### config.mk
export PLATFORM = sky130hd
export DESIGN_NAME = apb_master_param
export DESIGN_NICKNAME = d
export VERILOG_FILES = /design/src/rtl/apb_master_param.sv
export SDC_FILE = /design/constraint.sdc
export NUM_CORES = 1
export LEC_CHECK = 0
export BUFFER_PORTS_ARGS = -buffer_cell sky130_fd_sc_hd__clkbuf_2
export CAP_MARGIN = 20
export CORE_MARGIN = 2
export CORE_UTILIZATION = 46
export CTS_BUF_LIST = sky130_fd_sc_hd__clkbuf_8 sky130_fd_sc_hd__clkbuf_16
export DETAILED_ROUTE_END_ITERATION = 7
export PLACE_DENSITY = 0.79
export SYNTH_ARGS = -nofsm -noshare
export SYNTH_HDL_FRONTEND = slang
export SYNTH_SLANG_ARGS = --single-unit
### constraint.sdc
create_clock -name pclk -period 1.78 [get_ports pclk]
set_clock_uncertainty 0.05 [all_clocks]
set_input_delay 0 -clock pclk [delete_from_list [all_inputs] [get_ports pclk]]
set_output_delay 0 -clock pclk [all_outputs]
set_load 0.02 [all_outputs]
### src/rtl/apb_master_param.sv
// apb_master_param: APB4 requester running one SETUP->ACCESS transfer per accepted command,
// with PSTRB/PPROT, back-to-back issue and an optional stall timeout.
module apb_master_param #(
    parameter int ADDR_W         = 8,
    parameter int DATA_W         = 32,
    parameter int TIMEOUT_CYCLES = 16,
    localparam int STRB_W        = DATA_W / 8
) (
    input  logic              pclk,
    input  logic              presetn,
    input  logic              cmd_valid,
    output logic              cmd_ready,
    input  logic              cmd_write,
    input  logic [ADDR_W-1:0] cmd_addr,
    input  logic [DATA_W-1:0] cmd_wdata,
    input  logic [STRB_W-1:0] cmd_strb,
    input  logic [2:0]        cmd_prot,
    output logic              rsp_valid,
    output logic [DATA_W-1:0] rsp_rdata,
    output logic              rsp_err,
    output logic              rsp_timeout,
    output logic              psel,
    output logic              penable,
    output logic              pwrite,
    output logic [ADDR_W-1:0] paddr,
    output logic [DATA_W-1:0] pwdata,
    output logic [STRB_W-1:0] pstrb,
    output logic [2:0]        pprot,
    input  logic [DATA_W-1:0] prdata,
    input  logic              pready,
    input  logic              pslverr
);
    localparam int CNT_W = TIMEOUT_CYCLES > 1 ? $clog2(TIMEOUT_CYCLES) : 1;
    localparam logic [CNT_W-1:0] CNT_LAST = CNT_W'(TIMEOUT_CYCLES > 0 ? TIMEOUT_CYCLES - 1 : 0);

    typedef enum logic [1:0] {IDLE = 2'd0, SETUP = 2'd1, ACCESS = 2'd2} state_t;

    state_t            state, state_nx;
    logic [CNT_W-1:0]  cnt, cnt_nx;
    logic              psel_nx, penable_nx, pwrite_nx;
    logic [ADDR_W-1:0] paddr_nx;
    logic [DATA_W-1:0] pwdata_nx, rsp_rdata_nx;
    logic [STRB_W-1:0] pstrb_nx;
    logic [2:0]        pprot_nx;
    logic              rsp_valid_nx, rsp_err_nx, rsp_timeout_nx;
    logic              expire;

    assign cmd_ready = (state == IDLE) | ((state == ACCESS) & pready);
    // The abort fires on the edge where the stalled count would reach TIMEOUT_CYCLES.
    assign expire = (TIMEOUT_CYCLES != 0) && (cnt == CNT_LAST);

    always_comb begin
        state_nx       = state;
        cnt_nx         = cnt;
        psel_nx        = psel;
        penable_nx     = penable;
        pwrite_nx      = pwrite;
        paddr_nx       = paddr;
        pwdata_nx      = pwdata;
        pstrb_nx       = pstrb;
        pprot_nx       = pprot;
        rsp_valid_nx   = 1'b0;
        rsp_rdata_nx   = '0;
        rsp_err_nx     = 1'b0;
        rsp_timeout_nx = 1'b0;
        case (state)
            IDLE: if (cmd_valid) begin
                psel_nx  = 1'b1;
                state_nx = SETUP;
            end
            SETUP: begin
                penable_nx = 1'b1;
                cnt_nx     = '0;
                state_nx   = ACCESS;
            end
            ACCESS: if (pready) begin
                rsp_valid_nx = 1'b1;
                rsp_rdata_nx = pwrite ? '0 : prdata;
                rsp_err_nx   = pslverr;
                psel_nx      = cmd_valid;
                penable_nx   = 1'b0;
                state_nx     = cmd_valid ? SETUP : IDLE;
            end else if (expire) begin
                psel_nx        = 1'b0;
                penable_nx     = 1'b0;
                rsp_valid_nx   = 1'b1;
                rsp_err_nx     = 1'b1;
                rsp_timeout_nx = 1'b1;
                state_nx       = IDLE;
            end else begin
                cnt_nx = cnt + 1'b1;
            end
            default: begin
                state_nx   = IDLE;
                cnt_nx     = '0;
                psel_nx    = 1'b0;
                penable_nx = 1'b0;
                pwrite_nx  = 1'b0;
                paddr_nx   = '0;
                pwdata_nx  = '0;
                pstrb_nx   = '0;
                pprot_nx   = '0;
            end
        endcase
        // Accepting only happens in IDLE or on a completing ACCESS edge, both handled above.
        if (cmd_valid && cmd_ready) begin
            paddr_nx  = cmd_addr;
            pwrite_nx = cmd_write;
            pwdata_nx = cmd_wdata;
            pstrb_nx  = cmd_write ? cmd_strb : '0;
            pprot_nx  = cmd_prot;
        end
    end

    always_ff @(posedge pclk or negedge presetn) begin
        if (!presetn) begin
            state       <= IDLE;
            cnt         <= '0;
            psel        <= 1'b0;
            penable     <= 1'b0;
            pwrite      <= 1'b0;
            paddr       <= '0;
            pwdata      <= '0;
            pstrb       <= '0;
            pprot       <= '0;
            rsp_valid   <= 1'b0;
            rsp_rdata   <= '0;
            rsp_err     <= 1'b0;
            rsp_timeout <= 1'b0;
        end else begin
            state       <= state_nx;
            cnt         <= cnt_nx;
            psel        <= psel_nx;
            penable     <= penable_nx;
            pwrite      <= pwrite_nx;
            paddr       <= paddr_nx;
            pwdata      <= pwdata_nx;
            pstrb       <= pstrb_nx;
            pprot       <= pprot_nx;
            rsp_valid   <= rsp_valid_nx;
            rsp_rdata   <= rsp_rdata_nx;
            rsp_err     <= rsp_err_nx;
            rsp_timeout <= rsp_timeout_nx;
        end
    end
endmodule

; Word level (Yosys, flattened, before mapping)
; Index checks and enable logic that the tools add are counted.
[op_classes]
add_sub_neg = 1
eq_ne = 8
mux = 35
n_bitwise = 4
reduce_logical = 7
[ops]
columns = op, n
row1 = 32-bit 2-to-1 mux, 5
row2 = 4-bit 2-to-1 mux, 5
row3 = 8-bit 2-to-1 mux, 2
row4 = 1-bit 2-to-1 mux, 14
row5 = 4-bit one-hot mux with 2 select lines, 1
row6 = 2-bit 2-to-1 mux, 3
row7 = 3-bit 2-to-1 mux, 2
row8 = 2-bit != test (second input constant), 3
row9 = 1-bit one-hot mux with 3 select lines, 2
row10 = 2-bit one-hot mux with 3 select lines, 1
row11 = 3-bit AND reduction, 2
row12 = 4-bit by 1-bit adder with 4-bit output (second input constant), 1
row13 = 4-bit equality test (second input constant), 1
row14 = 2-bit AND reduction, 2
row15 = 3-bit != test (second input constant), 1
row16 = 3-bit OR reduction, 1
row17 = 2-bit by 1-bit equality test with 1-bit output (second input constant), 1
row18 = 2-bit equality test (second input constant), 1
row19 = 2-bit logical NOT, 1
row20 = 2-bit by 1-bit != test with 1-bit output (second input constant), 1
row21 = 1-bit inverter, 2
row22 = 1-bit AND, 1
row23 = 1-bit logical AND, 1
row24 = 1-bit bitwise OR, 1
[word_totals]
reg_bits = 91
input_bits = 85
out_inout_bits = 86
wordCells = 68

; Logic depth before layout (Yosys ltp)
; Gate-level depths: netlist of run 1.
[logic_depth]
depth_word = 5
depth_mapped = 6
depth_no_buf = 4

; Worst setup path before layout of run 1
; Ideal clock, no wire load.
[synth_timing]
kind = reg2reg
startpoint = register cnt[0]
endpoint = register cnt[0]
setup_ns = 0.077
t_arrival_ns = 1.302
t_required_ns = 1.653
setup_slack_ns = 0.351
path_stages_with_launch = 6
path_buffers = 1
period_less_slack_ns = 1.429
cell_sequence = dfrtp_1 -> ha_1 -> and3_1 -> clkbuf_1 -> or3_1 -> a21oi_1
[synth_via]
elab_chain_cells = 4
word_cells_on_any_way = 7
classes_between = 1 x add/sub / 2 x eq/ne / 3 x mux / 1 x reduce/logical
[synth_rtl]
columns = item, line_no
row1 = "start, declared", 39  ; logic [CNT_W-1:0] cnt, cnt_nx;
row2 = "start signal, assigned", 132  ; cnt <= cnt_nx;
row3 = 4-bit by 1-bit adder with 4-bit output, 91  ; cnt_nx = cnt + 1'b1;
row4 = 4-bit 2-to-1 mux, 83  ; end else if (expire) begin
row5 = 4-bit 2-to-1 mux, 76  ; ACCESS: if (pready) begin
row6 = 4-bit one-hot mux with 2 select lines, 66  ; case (state)
; Parallel ways exist; a longest one is shown, timed or not. The select of a mux whose other input is x is not followed.
; A chain may end at the register's enable or synchronous reset.

; Worst setup path after layout of run 1
[layout_timing]
startpoint = register state[1]
endpoint = output port cmd_ready
[layout_via]
elab_chain_cells = 3
word_cells_on_any_way = 4
classes_between = 1 x eq/ne / 2 x bitwise / 1 x reduce/logical
[layout_rtl]
columns = item, line_no
row1 = "start, declared", 38  ; state_t state, state_nx;
row2 = "start signal, assigned", 131  ; state <= state_nx;
row3 = 2-bit equality test, 48  ; assign cmd_ready = (state == IDLE) | ((state == ACCESS) & pready);
row4 = 1-bit AND, 48
row5 = 1-bit bitwise OR *, 48
row6 = "end, declared", 12  ; output logic cmd_ready,
; Mark *: on every way between the ends. The rest lies on a longest branch, timed or not.

==> results of run 1 <==
synthesized netlist by cell type (all sizes together):
cell,n,area [um2]
nand3,3,20.02
nand2,54,202.7
nand2b,2,22.52
mux2i,49,490.5
or3,2,12.51
ha,1,12.51
a21boi,1,7.510
dfrtp,91,2277
a311oi,1,8.760
clkbuf,3,11.26
inv,46,172.7
nor2b,2,12.51
a21oi,6,30.03
nor3b,1,18.77
nor2,6,22.52
and2,32,200.2
nor3,1,5.000
and3,1,6.260
a22oi,1,7.510
o21ai,2,10.01
o22ai,2,12.51
and4b,2,20.02
buf,13,103.8
flip-flops by register name, summed over array words and instances, names as in the netlist:
| signal | cells |
|---|---|
| cnt | 4 |
| penable | 1 |
| psel | 1 |
| pprot | 3 |
| paddr | 8 |
| rsp_rdata | 32 |
| pwdata | 32 |
| rsp_valid | 1 |
| state | 2 |
| rsp_err | 1 |
| rsp_timeout | 1 |
| pstrb | 4 |
| pwrite | 1 |
through the flow:
stage               instances  utilization  total power [W]  instance area [um2]  setup WS (ns)
global placement          585       0.6038         0.004403                 4666         0.3488
finish                    688       0.7392         0.005880                 5712         0.2488
detailed placement        585       0.6038         0.004472                 4666         0.2772
CTS                       688       0.7392         0.005872                 5712         0.2430
floorplan                 322            -         0.003767                 3687         0.3505
global route              688       0.7392         0.006195                 5712         0.1247
worst min-delay path, stage by stage:
cell,delay [ns]
clkbuf_2,0.13
a22oi_1,0.09
o22ai_1,0.13
worst paths after layout:
kind,end,cells after the start
max reg2reg,pwdata[8]$_DFFE_PN0P_,4
min reg2reg,cnt[3]$_DFFE_PN0P_,1
max in group asynchronous,pwdata[24]$_DFFE_PN0P_,3
max,cmd_ready,3
min in group asynchronous,rsp_rdata[10]$_DFF_PN0_,2
min,psel$_DFFE_PN0P_,3
power breakdown:
part           switching (W)  internal, W
registers           0.000249      0.00246
clock network       0.000742     0.000518
logic                0.00115     0.000766
total                0.00214      0.00374
cell families after synthesis:
logic type | after synthesis | synth area share
compound gates | 13 | 0.02070
fa+ha+maj | 1 | 0.003393
buf+inv | 62 | 0.07804
flops | 91 | 0.6176
mux | 49 | 0.1330
simple gates | 106 | 0.1473
routing by layer:
layer  vias up  GRT usage  wire, um
li1       1516          -         -
met1      1539     0.3006      4194
met4         0    0.07729       230
met3        19    0.06688       764
met2       135     0.4574      5517
met5         -          0         0
repair_timing:
action                    CTS  global route
gates resized for setup     0             0
hold endpoints to repair  125             0
hold buffers               87             0
final cells by class:
class | count | share of cell area
timing repair buffer | 264 | 0.3198
multi-input combinational | 169 | 0.1982
clock inverter | 7 | 0.008981
clock buffer | 9 | 0.02169
sequential | 91 | 0.3987
inverter | 46 | 0.03023
tap | 102 | 0.02234
==> run summary, run 1 <==
status: finished clean
Critical Path Sink Type: output port
clk_lat worst skew: 0.34 ns
Worst setup startpoint: state[1]$_DFFE_PN0P_
final hold vios: 0
Fillers: 484
critical path peak fanout: 8
VDD IR max: 0.5172 mV
clk root buf: clkbuf_8
Crit path required time: 1.73 ns
Crit Path Category: reg2out
CP max-delay cell: dfrtp_1
first-pass GRT wire length: 17,140 um
Arrival @ worst endpoint: 1.48 ns
Die Span Y: 93.53 um
worst reg-to-reg setup slack: 0.25 ns
drt drc: 0
R2R Path Start: state[0]$_DFFE_PN0P_
Routed Antenna Nets: 0
Yosys reg bits: 91
unrepaired setup endpoints after global routing: no
commonest cells after routing, fill and taps aside: 169 x clkbuf_2, 91 x dfrtp_1, 87 x dlygate4sd3_1, 53 x nand2_1, 49 x mux2i_1
drt pass-1 iters: 4
slowest stage delay, CP: 0.54 ns
Rel. slew slack: 0.6070
Worst-path clk slew: 0.08 ns
WHS: 0.01921 ns
FF/Latch Area: 2277 um2
CP top delay family: flip-flops
Fmax achieved: 653.1 MHz
post-synthesis sequential area ratio: 0.6176
I/O pin cnt: 171
Cell Rows: 32
clock sink count: 91
Core Region: 7727 um2
Iter 0 DRT Violations: 116
cell breakdown of the critical path: nor2b_1 > nor2_1 > clkbuf_2
syn avg cell area: 11.45 um2
HP Class: in2reg
leakage power: 3.360 nW
setup TNS: 0 ns
Die W: 93.53 um
most common cell after layout, fill and taps aside: clkbuf_2
period utilization: 0.8602
Port Buffers: 170
syn_nets: 408
via/cell ratio: 4.664
Least-Margin Pin Slew: 0.5895 ns
final setup vio count: 0
Critical Path Source Type: flip-flop
Distinct cells, synth: 27
full die area: 8748 um2
max-slew violations: 0
DP Wirelength: 6023 um
P&R area growth vs syn: 54.90%
initial antenna violation count: 0
Multi-input gate area: 1132 um2
number of global-route vias before repair: 3,477
htree depth: 3
Wirelength per Cell: 15.56 um
vias post-DR: 3,209
Max-Cap Viols: 0
pin count of the biggest net entering global routing: 47
nets: 667
Antenna Cells: 0
min Tclk post-route: 1.531 ns
GRT overflow: 0
pwr/cell area: 1029 nW/um2
# Post-CTS Setup Buffers: 0
Detailed Route WL: 10,710 um
Critical path buffers and inverters: 1
starting density of the core: 0.4772
CTS tree: built
RD Place Congestion: 0.7712
CTS buffer count: 9
Mapped Cells: 322
gr usage total: 0.2553
layout cell share with drive strength beyond 1: 0.3362
Netlist Area Pre-Place: 3687 um2
synth warn: 0
CTS max path bufs: 2
hold_sp: cmd_valid
(Power assumes the default switching activity.)
==> run 2: changes to the inputs <==
--- a/config.mk
+++ b/config.mk
@@ -5,13 +5,13 @@
 export SDC_FILE = /design/constraint.sdc
 export NUM_CORES = 1
 export LEC_CHECK = 0
+export ABC_AREA = 1
 export BUFFER_PORTS_ARGS = -buffer_cell sky130_fd_sc_hd__clkbuf_2
 export CAP_MARGIN = 20
 export CORE_MARGIN = 2
-export CORE_UTILIZATION = 46
+export CORE_UTILIZATION = 30
 export CTS_BUF_LIST = sky130_fd_sc_hd__clkbuf_8 sky130_fd_sc_hd__clkbuf_16
 export DETAILED_ROUTE_END_ITERATION = 7
-export PLACE_DENSITY = 0.79
 export SYNTH_ARGS = -nofsm -noshare
 export SYNTH_HDL_FRONTEND = slang
 export SYNTH_SLANG_ARGS = --single-unit
==> run 2 against run 1 <==
Net effect: area after synthesis is 5.4% lower; sequential power is 3% lower; die area is 43% higher; clock-buffer cell count is 1 higher; critical path depth is 2 higher; synthesized cell count is 15% higher; sequential share of layout area is 0.67 points higher; highest routed layer unchanged; critical endpoint is now rsp_rdata[29]$_DFF_PN0_; global-route usage is 10 points lower; total power is 5.9% higher.
==> run summary, run 2 <==
Die Span Y: 111.8 um
utilization after layout: 0.4941
Die W: 111.8 um
Async SR Flop Fraction: 1.000
Detailed Route WL: 9604 um
Mapped Cells: 371
nets: 709
cell breakdown of the critical path: inv_2 > nand2_2 > nor2_2 > nand2_2 > nor2_1
count leader, synth: nand2_1
R2R cell count: 5
critical path peak fanout: 32
Worst-path clk slew: 0.06 ns
PostCTS Resize Cnt: 0
clock sink count: 91
unrepaired setup endpoints after global routing: no
syn_nets: 457
HP Class: in2async
Yosys top cell area share: 0.6530
Arrival @ worst endpoint: 1.71 ns
initial antenna violation count: 0
GRT overflow: 0
min Tclk post-route: 1.524 ns
number of synthesized flops with an enable pin: 0
top flop regs: pwdata x32, rsp_rdata x32, paddr x8
Crit Path Category: reg2reg
Commonest cells post-synth: 111 x nand2_1, 91 x dfrtp_1, 56 x nand3_1
Yosys reg bits: 91
drt pass-1 iters: 5
starting density of the core: 0.3067
Wirelength per Cell: 12.47 um
Antenna Cells: 0
VDD IR max: 0.6811 mV
Iter 0 DRT Violations: 154
setup TNS: 0 ns
full die area: 12,500 um2
syn avg cell area: 9.399 um2
Worst R2R End: rsp_rdata[29]$_DFF_PN0_
leakage power: 3.258 nW
clk_lat worst skew: 0.33 ns
Max-Cap Viols: 0
Area contributors post-synth: dfrtp_1 65%, nand2_1 12%, nand3_1 8.0%
Critical path buffers and inverters: 1
Cell Rows: 39
drt drc: 0
max-slew violations: 0
Critical Path Source Type: flip-flop
I/O pin cnt: 171
WHS: 0.1884 ns
Main synth FF type: dfrtp_1
vias post-DR: 3,292
CP max-delay cell: dfrtp_1
most frequent CP cell: nand2_2
Least-Margin Pin Slew: 0.5637 ns
slowest stage delay, CP: 0.47 ns
commonest cells after routing, fill and taps aside: 169 x clkbuf_2, 111 x nand2_1, 91 x dfrtp_1, 84 x dlygate4sd3_1, 56 x nand3_1
number of global-route vias before repair: 3,283
Rel. slew slack: 0.6229
Crit path required time: 1.97 ns
CP top delay family: simple AND/OR/NAND/NOR gates
worst reg-to-reg setup slack: 0.26 ns
Routed Antenna Nets: 0
Core Region: 11,370 um2
CTS tree: built
clk root buf: clkbuf_16
Fmax achieved: 656.3 MHz
R2R Path Start: state[0]$_DFFE_PN0P_
P&R area growth vs syn: 61.11%
htree depth: 3
Distinct cells, synth: 21
final setup vio count: 0
most common cell after layout, fill and taps aside: clkbuf_2
DP Wirelength: 6168 um
pin count of the biggest net entering global routing: 92
status: finished clean
CTS buffer count: 9
final hold vios: 0
Netlist Area Pre-Place: 3487 um2
pwr/cell area: 1108 nW/um2
gr usage total: 0.1557
Port Buffers: 170
area leader, netlist: dfrtp_1
via/cell ratio: 4.275
first-pass GRT wire length: 15,510 um
RD Place Congestion: 0.7622
Critical Path Sink Type: flip-flop
CTS max path bufs: 2
Pwr Total: 0.006226 W
post-synthesis sequential area ratio: 0.6530
period utilization: 0.8561
synth warn: 0
layout cell share with drive strength beyond 1: 0.3142
==> run 2: timing repair <==
action                                  in CTS  in global routing
setup buffers                                0                  0
hold buffers                                84                  0
endpoints found under the hold margin      173                  0
endpoints found under the setup margin       0                  0
==> run 2: worst reg2reg max path, cell delays in order, from the launching register on <==
cell and delay [ns]:
dfrtp_1 0.47, inv_2 0.11, nand2_2 0.07, nor2_2 0.12
nand2_2 0.33, nor2_1 0.27
==> run 2: kinds of logic after synthesis <==
| logic type | after synthesis | share of synthesized area |
|---|---|---|
| AND/OR/NAND/NOR | 215 | 0.2598 |
| adder cells (fa/ha/maj) | 1 | 0.003588 |
| flip-flops | 91 | 0.6530 |
| AO/OA/AOI/OAI | 5 | 0.01041 |
| buffers and inverters | 59 | 0.07320 |
==> run 2: routing by layer <==
| metal | share of wire | GRT usage | vias up |
|---|---|---|---|
| met5 | 0 | 0 | - |
| met4 | 0.014 | 0.05679 | 0 |
| met3 | 0.074 | 0.03811 | 11 |
| met2 | 0.49 | 0.2691 | 126 |
| met1 | 0.42 | 0.1890 | 1517 |
| li1 | - | - | 1638 |
==> run 2: worst max path at each step <==
stage	from	endpoint	slack [ns]	depth (start not counted)
final	state[0]$_DFFE_PN0P_	rsp_rdata[29]$_DFF_PN0_	0.26	5
after CTS	state[0]$_DFFE_PN0P_	rsp_rdata[29]$_DFF_PN0_	0.19	5
after global placement	state[0]$_DFFE_PN0P_	rsp_rdata[29]$_DFF_PN0_	0.23	5
after detailed placement	state[0]$_DFFE_PN0P_	rsp_rdata[29]$_DFF_PN0_	0.20	5
after global routing	state[0]$_DFFE_PN0P_	rsp_rdata[29]$_DFF_PN0_	0.12	5
after floorplan	state[1]$_DFFE_PN0P_	pwrite$_DFFE_PN0P_	0.48	5
==> run 2: power breakdown <==
| part | internal (W) | switching [W] | total [W] |
|---|---|---|---|
| Combinational | 0.000601 | 0.00103 | 0.00163 |
| Clock | 0.00124 | 0.000727 | 0.00197 |
| Sequential | 0.00241 | 0.000211 | 0.00262 |
| Total | 0.00426 | 0.00197 | 0.00623 |
==> run 2: metrics by stage <==
step	area, um2	std cells	setup slack [ns]
2_1_floorplan	3487	371	0.4795
3_3_place_gp	4467	671	0.2311
3_5_place_dp	4467	671	0.2025
4_1_cts	5618	770	0.1861
5_1_grt	5618	770	0.1157
6_report	5618	770	0.2562
==> run 2: cell type report <==
type	count	area, um2
clock buffer	10	239.0
clock inverter	5	71.32
fill	1094	5752
inverter	42	160.2
multi-input combinational	221	954.7
sequential	91	2277
tap	143	178.9
timing repair buffer	258	1737
